`config.mk`:
```
export PLATFORM = sky130hd
export DESIGN_NAME = spi_reg_ctrl_flat
export DESIGN_NICKNAME = d
export VERILOG_FILES = /design/src/rtl/spi_reg_ctrl_if.sv /design/src/rtl/spi_reg_ctrl.sv /design/src/flat_wrapper.sv
export SDC_FILE = /design/constraint.sdc
export NUM_CORES = 1
export LEC_CHECK = 0
export BUFFER_PORTS_ARGS = -buffer_cell sky130_fd_sc_hd__buf_2
export CORE_MARGIN = 8
export CORE_UTILIZATION = 50
export DETAILED_ROUTE_END_ITERATION = 10
export PLACE_DENSITY_LB_ADDON = 0.15
export SYNTH_ARGS = -nofsm -noshare
export SYNTH_HDL_FRONTEND = slang
export SYNTH_SLANG_ARGS = --single-unit
```
`constraint.sdc`:
```
create_clock -name clk -period 4.2 [get_ports clk]
set_input_delay 0.42 -clock clk [delete_from_list [all_inputs] [get_ports clk]]
set_output_delay 0.42 -clock clk [all_outputs]
set_load 0.01 [all_outputs]
```
`src/rtl/spi_reg_ctrl_if.sv`:
```
// Byte-side handshake between the SPI slave shifter and the
// register controller: frame markers, received byte, next byte.
interface spi_reg_ctrl_if;
    logic       frame_start;
    logic       frame_end;
    logic       rx_valid;
    logic [7:0] rx_byte;
    logic [7:0] tx_byte;

    modport master (
        output frame_start, frame_end, rx_valid, rx_byte,
        input  tx_byte
    );

    modport slave (
        input  frame_start, frame_end, rx_valid, rx_byte,
        output tx_byte
    );
endinterface

```
`src/rtl/spi_reg_ctrl.sv`:
```
// SPI command/register controller: decodes the command byte,
// sequences register writes/reads and supplies MISO bytes.
module spi_reg_ctrl #(
    parameter int         NUM_REGS = 8,
    parameter logic [7:0] DEV_ID   = 8'hA5
) (
    input  logic                    clk,
    input  logic                    rst_n,
    spi_reg_ctrl_if.slave           bus,
    output logic [8*NUM_REGS-1:0]   reg_q,
    output logic                    wr_stb,
    output logic [5:0]              wr_addr,
    output logic [7:0]              wr_data,
    output logic                    err
);

    typedef enum logic [2:0] {
        IDLE, CMD, WDATA, RDATA, DRAIN
    } state_t;

    state_t state, state_nx;

    logic [5:0] addr;
    logic       ai;
    logic [3:0] frame_cnt;
    logic [7:0] tx_q;
    logic [7:0] status;
    logic [7:0] rd_val;
    logic [5:0] rd_a;
    logic [8*(NUM_REGS-1)-1:0] rf;

    logic ld_cmd, wr_en, rd_en, inc, tx_dev, tx_clr;

    function automatic logic oor(input logic [5:0] a);
        return int'(a) >= NUM_REGS;
    endfunction

    assign status      = {err, 3'b000, frame_cnt};
    assign reg_q       = {rf, status};
    assign bus.tx_byte = tx_q;

    // Read mux: status at 0, register file in range, zero beyond.
    always_comb begin
        rd_val = 8'h00;
        if (rd_a == 6'd0)
            rd_val = status;
        else if (!oor(rd_a))
            rd_val = rf[8*(int'(rd_a)-1) +: 8];
    end

    // Next-state and per-cycle action decode.
    always_comb begin
        state_nx = state;
        ld_cmd   = 1'b0;
        wr_en    = 1'b0;
        rd_en    = 1'b0;
        rd_a     = addr;
        inc      = 1'b0;
        tx_dev   = 1'b0;
        tx_clr   = 1'b0;
        if (bus.frame_start) begin
            state_nx = CMD;
            tx_dev   = 1'b1;
        end else begin
            unique case (state)
                IDLE: ;
                CMD: if (bus.rx_valid) begin
                    ld_cmd = 1'b1;
                    if (bus.rx_byte[7]) begin
                        state_nx = WDATA;
                    end else begin
                        state_nx = RDATA;
                        rd_en    = 1'b1;
                        rd_a     = bus.rx_byte[5:0];
                    end
                end
                WDATA: if (bus.rx_valid) begin
                    wr_en = 1'b1;
                    if (ai) begin
                        inc = 1'b1;
                    end else begin
                        state_nx = DRAIN;
                        tx_clr   = 1'b1;
                    end
                end
                RDATA: if (bus.rx_valid) begin
                    if (ai) begin
                        inc   = 1'b1;
                        rd_en = 1'b1;
                        rd_a  = addr + 6'd1;
                    end else begin
                        state_nx = DRAIN;
                        tx_clr   = 1'b1;
                    end
                end
                DRAIN: ;
                default: state_nx = IDLE;
            endcase
            if (bus.frame_end) begin
                state_nx = IDLE;
                tx_clr   = 1'b1;
            end
        end
    end

    // FSM state register.
    always_ff @(posedge clk or negedge rst_n) begin
        if (!rst_n) state <= IDLE;
        else        state <= state_nx;
    end

    // Address pointer, auto-increment flag and MISO byte.
    always_ff @(posedge clk or negedge rst_n) begin
        if (!rst_n) begin
            addr <= 6'd0;
            ai   <= 1'b0;
            tx_q <= 8'h00;
        end else begin
            if (ld_cmd) begin
                addr <= bus.rx_byte[5:0];
                ai   <= bus.rx_byte[6];
            end else if (inc) begin
                addr <= addr + 6'd1;
            end
            if (tx_dev)      tx_q <= DEV_ID;
            else if (tx_clr) tx_q <= 8'h00;
            else if (rd_en)  tx_q <= rd_val;
        end
    end

    // Sticky error: a status read clears it, range errors set it.
    always_ff @(posedge clk or negedge rst_n) begin
        if (!rst_n) begin
            err <= 1'b0;
        end else begin
            if (rd_en && rd_a == 6'd0)
                err <= 1'b0;
            if ((rd_en && oor(rd_a)) || (wr_en && oor(addr)))
                err <= 1'b1;
        end
    end

    // Write strobe and register file; address 0 is read-only.
    always_ff @(posedge clk or negedge rst_n) begin
        if (!rst_n) begin
            wr_stb  <= 1'b0;
            wr_addr <= 6'd0;
            wr_data <= 8'h00;
            rf      <= '0;
        end else begin
            wr_stb <= wr_en && addr != 6'd0 && !oor(addr);
            if (wr_en && addr != 6'd0 && !oor(addr)) begin
                wr_addr <= addr;
                wr_data <= bus.rx_byte;
            end
            for (int i = 1; i < NUM_REGS; i++)
                if (wr_en && int'(addr) == i)
                    rf[8*(i-1) +: 8] <= bus.rx_byte;
        end
    end

    // Frame counter shown in the status register.
    always_ff @(posedge clk or negedge rst_n) begin
        if (!rst_n)               frame_cnt <= 4'd0;
        else if (bus.frame_start) frame_cnt <= frame_cnt + 4'd1;
    end

endmodule
```
`src/flat_wrapper.sv`:
```
// flat-port wrapper written by rule: the top's interface ports become plain ports
module spi_reg_ctrl_flat 
#(
    parameter int         NUM_REGS = 8,
    parameter logic [7:0] DEV_ID   = 8'hA5
)
  (clk, rst_n, reg_q, wr_stb, wr_addr, wr_data, err, bus_frame_start, bus_frame_end, bus_rx_valid, bus_rx_byte, bus_tx_byte);
  spi_reg_ctrl_if bus_i ();
  input  logic clk;
  input  logic rst_n;
  output logic [8*NUM_REGS-1:0] reg_q;
  output logic wr_stb;
  output logic [5:0] wr_addr;
  output logic [7:0] wr_data;
  output logic err;
  input wire logic [$bits(bus_i.frame_start)-1:0] bus_frame_start;
  input wire logic [$bits(bus_i.frame_end)-1:0] bus_frame_end;
  input wire logic [$bits(bus_i.rx_valid)-1:0] bus_rx_valid;
  input wire logic [$bits(bus_i.rx_byte)-1:0] bus_rx_byte;
  output wire logic [$bits(bus_i.tx_byte)-1:0] bus_tx_byte;
  assign bus_i.frame_start = bus_frame_start;
  assign bus_i.frame_end = bus_frame_end;
  assign bus_i.rx_valid = bus_rx_valid;
  assign bus_i.rx_byte = bus_rx_byte;
  assign bus_tx_byte = bus_i.tx_byte;
  spi_reg_ctrl #(.NUM_REGS(NUM_REGS), .DEV_ID(DEV_ID)) u_core (.clk(clk), .rst_n(rst_n), .bus(bus_i), .reg_q(reg_q), .wr_stb(wr_stb), .wr_addr(wr_addr), .wr_data(wr_data), .err(err));
endmodule
```
==> results of run 1 <==
==> critical path: stages, from the launching register on <==
cell and delay [ps]:
dfrtp_1 520, and4bb_4 450, o21ai_2 150, nor3_1 370
a21oi_2 80, inv_2 120, ha_1 380, xor2_2 530
buf_4 260, nand2_1 70, a31oi_1 160, nor2_1 50
o31ai_1 220
==> final timing paths <==
kind	start	end	slack, ps
max	u_core.state[2]$_DFFE_PN0P_	u_core.bus.tx_byte[5]$_DFFE_PN0P_	720
min	rst_n	u_core.state[2]$_DFFE_PN0P_	130
max reg2reg	u_core.state[2]$_DFFE_PN0P_	u_core.bus.tx_byte[5]$_DFFE_PN0P_	720
min reg2reg	u_core.bus.tx_byte[4]$_DFFE_PN0P_	u_core.bus.tx_byte[4]$_DFFE_PN0P_	500
max in group asynchronous	rst_n	u_core.rf[11]$_DFFE_PN0P_	3120
min in group clk	bus_frame_end	u_core.state[2]$_DFFE_PN0P_	310
==> cell usage in the layout, fill, tap and decap left out, types with 3 or more instances in the layout <==
cell       n
mux2_2    69
a32o_1     3
a31oi_1    7
o21bai_1   3
dfrtp_1   94
nand3_1   14
xnor2_1    5
a21oi_1   16
nand4_1    3
buf_4     11
or3_1      4
clkbuf_8   9
buf_2     96
o21ai_0   18
nor2b_1    4
mux2i_1    8
a22oi_1    7
nor2_1    19
nand2_1   53
nor3_1     9
nor4_1     5
inv_6      3
ha_1       7
or2_2      3
inv_1      9
o31ai_1    5
nand3b_1   3
conb_1     3
a211oi_1   7
a21o_1     3
==> cell type report <==
class	instances	area, sq um	share of cell area (%)
Clock inverter	7	103	1.80
Clock buffer	9	124	2.17
Sequential cell	94	2350	41.2
Timing Repair Buffer	107	563	9.86
Multi-Input combinational cell	322	2370	41.4
Inverter	10	37.5	0.657
Tap cell	133	166	2.91
==> synthesized netlist by cell type (3+ instances only) <==
master,count
inv_1,9
nor3_1,9
o21ai_0,18
a211oi_1,7
or2_2,3
buf_4,4
ha_1,7
mux2i_1,8
nand3b_1,3
o31ai_1,5
a21oi_1,16
mux2_2,69
or3_1,4
a32o_1,3
nand2_1,53
nand4_1,3
nor4_1,5
a22oi_1,7
dfrtp_1,94
nand3_1,14
xnor2_1,5
nor2_1,19
o21bai_1,3
clkbuf_1,11
a21o_1,3
a31oi_1,7
nor2b_1,4
buf_2,6
buf_1,5
==> logic make-up (layout without fill, tap and decap cells) <==
family,after synthesis,count (layout)
buf+inv,37,133
compound gates,97,97
xor+xnor,7,7
simple gates,131,131
other cells,1,3
mux,77,77
flops,94,94
fa+ha+maj,7,7
==> through the flow <==
step | hold WS [ps] | instance area (sq um) | worst slack, ps
floorplan | 124 | 4890 | 833
CTS | 154 | 5710 | 780
global route | 196 | 5710 | 398
detailed placement | 479 | 5490 | 721
finish | 130 | 5710 | 719
global placement | 480 | 5490 | 838
==> power by group <==
group	switching (uW)	internal (uW)	total [uW]
Sequential	83.6	966	1050
Combinational	401	239	641
Clock	352	343	695
==> metal layers <==
metal | vias to the layer above | wire length [um] | global-route usage, %
met4 | 0 | 327 | 7.88
met2 | 170 | 6950 | 36.1
met5 | - | 0 | 0
met1 | 2019 | 6260 | 30.0
met3 | 33 | 1050 | 4.88
li1 | 1835 | - | -
==> state kept, by name, summed over array words and instances, names as in the netlist <==
| name | flops |
|---|---|
| u_core.rf | 56 |
| u_core.bus.tx_byte | 8 |
| u_core.wr_data | 8 |
| u_core.addr | 6 |
| u_core.wr_addr | 6 |
| u_core.frame_cnt | 4 |
| u_core.state | 3 |
| u_core.ai | 1 |
| u_core.err | 1 |
| u_core.wr_stb | 1 |
==> flow_metrics.py, run 1 <==
metrics = {
    "run_status": {
        "status": "finished, final reports clean",
    },
    "die": {
        "start_util_pct": 50.6,
        "die_h_um": 115,
        "core_area_sq_um": 9640,
        "die-area_sq_um": 13200,
        "io_pins": 101,
        "num_rows": 36,
        "die_x_um": 115,
    },
    "clock_tree": {
        "clock-root-buffer": "clkbuf_8",
        "clk_latency_ps": 380,
        "cts_buffer_depth": 2,
        "htree_levels": 3,
        "cts.sinks": 94,
        "cts_resized": 0,
        "path_clk_slew_ps": 100,
        "cts_setup_buffers": 0,
        "hold_buffers": 0,
        "cts_tree": "built",
        "numCtsBuffers": 9,
    },
    "global_routing": {
        "grt-ovfl-total": 0,
        "track_usage_pct": 22.7,
        "grt_max_degree": 63,
        "first_global_vias": 4039,
        "grt_pass1_wl_um": 22800,
        "antenna_found_initial": 0,
    },
    "timing": {
        "relSlewSlack_pct": 42.3,
        "fmax_mhz": 287,
        "skew_ps": 12.1,
        "hold_viol_final": 0,
        "setup_tns_ps": 0,
        "min_period_ps": 3480,
        "worst_pin_slew_ps": 858,
        "finalSetupViolations": 0,
        "min_period_over_period_pct": 82.9,
        "rsz0062_at_grt": "false",
        "slew_viol_final": 0,
    },
    "placement": {
        "gp_congestion": 0.905,
        "portBuffers": 97,
        "placedCellCount": 666,
        "hpwl_um": 10500,
    },
    "synthesis": {
        "avgSynthCellArea_sq_um": 10.8,
        "synthTopCellsByArea": "dfrtp_1 48%, mux2_2 16%, nand2_1 4.1%",
        "synthXorXnorAreaFrac_pct": 1.41,
        "synth_edf_count": 0,
        "synth_compound_gate_area_share_pct": 14.2,
        "ys_types": 65,
        "yosys.area_share.adder_pct": 1.79,
        "netlist.area_leader.share_pct": 48.2,
        "synth_cells": 451,
        "yosys_warnings": 0,
        "synth_seq_area_share_pct": 48.2,
        "synthMuxAreaShare_pct": 17.6,
        "async_flop_share_pct": 100,
        "yosys.area.top_type": "dfrtp_1",
        "synth_top_family_by_area": "multiplexers",
        "synth-seq-cells": 94,
        "syn_area_sq_um": 4880,
        "synth-simple-area-share_pct": 13.3,
        "ys.flop_type": "dfrtp_1",
    },
    "setup_path": {
        "cp_max_fo": 13,
        "end_kind": "flop",
        "reg2reg_depth": 12,
        "cp-start-kind": "flop",
        "critPathRequiredTime_ps": 4490,
        "arrival_ps": 3770,
        "critical_path_class": "reg -> reg",
    },
    "pwr": {
        "total_power_uw": 2380,
        "power.density_nw_per_um2": 418,
        "leakage_uw": 0.00289,
        "vdd_drop_max_mv": 0.240,
    },
    "min_path": {
        "min_path_type": "in -> async",
    },
    "route": {
        "viasPerCell": 5.95,
        "first_pass_iters": 5,
        "wirelength_um": 14600,
        "drtIter0Drc": 257,
        "postRouteAntennaNets": 0,
        "wl_per_cell_um": 21.4,
        "drc": 0,
        "vias": 4057,
    },
    "final_layout": {
        "antenna-diode-count": 0,
        "layout-drive-gt1-share_pct": 37.9,
        "final_util_pct": 59.3,
        "layout.nets": 564,
        "syn_to_final_growth_pct": 17.1,
        "fillers": 844,
        "final-instance-count-excl-fill": 682,
    },
    "run": {
        "cap_violations": 0,
    },
}
(Power assumes the default switching activity.)
==> inputs of run 2 (changes only) <==
==> constraint.sdc (replaced) <==
create_clock -name clk -period 3.05 [get_ports clk]
set_input_delay 0.305 -clock clk [delete_from_list [all_inputs] [get_ports clk]]
set_output_delay 0.305 -clock clk [all_outputs]
set_load 0.01 [all_outputs]
==> flow_metrics.py, run 2 (synthesis gave the netlist of run 1 again) <==
metrics = {
    "global_routing": {
        "antenna_found_initial": 0,
        "grt_pass1_wl_um": 23200,
        "grt_max_degree": 50,
        "grt-ovfl-total": 0,
        "track_usage_pct": 22.9,
        "first_global_vias": 4214,
    },
    "setup_path": {
        "cp-start-kind": "flop",
        "end_kind": "flop",
        "cp_common_cell": "buf_4",
        "critical_path_class": "reg -> reg",
        "slowest_delay_ps": 380,
        "reg2reg_depth": 15,
        "critPathRequiredTime_ps": 3290,
        "cp_max_fo": 12,
        "arrival_ps": 3160,
        "crit_chain": "buf_4 -> nand2b_1 -> nor2_2 -> o21bai_2 -> a21oi_2 -> inv_2 -> ha_2 -> buf_4 -> buf_4 -> xnor2_2 -> buf_4 -> nand3_1 -> o21ai_0 -> o21ai_0 -> o21ai_0",
        "critPathSlowestCell": "dfrtp_1",
    },
    "placement": {
        "place_area_sq_um": 5770,
        "gp_congestion": 0.886,
        "portBuffers": 97,
        "hpwl_um": 10900,
        "dp_slack_ps": -57.2,
    },
    "die": {
        "num_rows": 36,
        "core_area_sq_um": 9640,
        "die_h_um": 115,
        "die_x_um": 115,
        "start_util_pct": 50.6,
        "io_pins": 101,
        "die-area_sq_um": 13200,
    },
    "min_path": {
        "min_path_type": "in -> reg",
        "min_path_cells": 2,
    },
    "route": {
        "wl_per_cell_um": 20.5,
        "first_pass_iters": 4,
        "vias": 4167,
        "postRouteAntennaNets": 0,
        "wirelength_um": 14700,
        "drtIter0Drc": 302,
        "viasPerCell": 5.84,
        "drc": 0,
    },
    "clock_tree": {
        "clock-root-buffer": "clkbuf_8",
        "cts_buffer_depth": 2,
        "htree_levels": 3,
        "cts.sinks": 94,
        "clk_latency_ps": 360,
        "path_clk_slew_ps": 90,
        "numCtsBuffers": 9,
        "cts_tree": "built",
    },
    "final_layout": {
        "regMostFlops": "u_core.rf",
        "syn_to_final_growth_pct": 23.4,
        "final_cell_mix": "96 x buf_2, 94 x dfrtp_1, 69 x mux2_2",
        "largest_reg_flops": 56,
        "fillers": 869,
        "antenna-diode-count": 0,
        "layout.nets": 596,
        "layout-drive-gt1-share_pct": 42.7,
        "layout_commonest_cell": "buf_2",
        "final_area_sq_um": 6020,
    },
    "timing": {
        "finalSetupViolations": 0,
        "setup_ws_ps": 135,
        "fmax_mhz": 343,
        "skew_ps": 9.62,
        "slew_viol_final": 0,
        "min_period_ps": 2920,
        "worst_pin_slew_ps": 719,
        "relSlewSlack_pct": 51.7,
        "rsz0062_at_grt": "false",
        "min_period_over_period_pct": 95.6,
        "hold_viol_final": 0,
    },
    "pwr": {
        "power.density_nw_per_um2": 548,
        "leakage_uw": 0.00306,
        "vdd_drop_max_mv": 0.301,
    },
    "run_status": {
        "status": "finished, final reports clean",
    },
    "run": {
        "cap_violations": 0,
    },
}
-- run 2: timing repair --
action	in CTS	in global routing
gates resized for setup	1	9
setup endpoints to repair	2	8
pin swaps	1	0
endpoints found under the hold margin	45	0
buffers inserted	1	0
hold buffers	1	0
-- run 2: path summary, 6_finish.rpt --
check	slack (ps)	endpoint	start
min in group asynchronous	490	u_core.rf[28]$_DFFE_PN0P_	rst_n
worst max register to register	130	u_core.bus.tx_byte[3]$_DFFE_PN0P_	u_core.state[2]$_DFFE_PN0P_
worst min-delay path	240	u_core.state[2]$_DFFE_PN0P_	bus_frame_end
max in group asynchronous	1880	u_core.addr[4]$_DFFE_PN0P_	rst_n
worst max-delay path	130	u_core.bus.tx_byte[3]$_DFFE_PN0P_	u_core.state[2]$_DFFE_PN0P_
worst min register to register	500	u_core.bus.tx_byte[4]$_DFFE_PN0P_	u_core.bus.tx_byte[4]$_DFFE_PN0P_
-- run 2: report_power, final --
group,switching (uW),internal (uW),leakage (uW),total [uW]
Sequential,89.7,1330,0.00127,1420
Clock,423,403,0.0000976,827
Combinational,615,438,0.00169,1050
Total,1130,2170,0.00306,3300
-- run 2: worst max-delay path, delay by kind of cell (launching register included) --
family	cells	cell delay, ps
AOI/OAI and AO/OA	5	830
DFF	1	380
buffers and inverters	5	760
adders and majority gates	1	180
xor gates and xnor gates	1	130
and+or+nand+nor	3	520
-- run 2: metrics by stage --
stage / hold WS, ps / util (%) / total power [uW] / setup TNS (ps) / cells
after detailed placement: 349 / 59.9 / 2460 / -80.6 / 696
after floorplan: 9.41 / - / 2020 / 0 / 453
after global placement: 343 / 59.9 / 2450 / 0 / 696
after CTS: 219 / 62.1 / 3300 / 0 / 714
final: 239 / 62.5 / 3300 / 0 / 714
after global routing: 255 / 62.5 / 3460 / 0 / 714
-- run 2: layout make-up --
cell class / count / area (sq um) / area share (%)
clock buffer: 13 / 149 / 2.47
clock inverter: 3 / 43.8 / 0.727
inverter: 10 / 37.5 / 0.623
multi-input combinational: 322 / 2440 / 40.6
sequential: 94 / 2350 / 39.1
tap: 133 / 166 / 2.76
timing repair buffer: 139 / 831 / 13.8
-- run 2: metal layers --
metal  wire length [um]  GRT usage, %
met5                  0             0
met2               6910          36.1
met4                217          6.65
met3                894          4.73
met1               6650          31.1
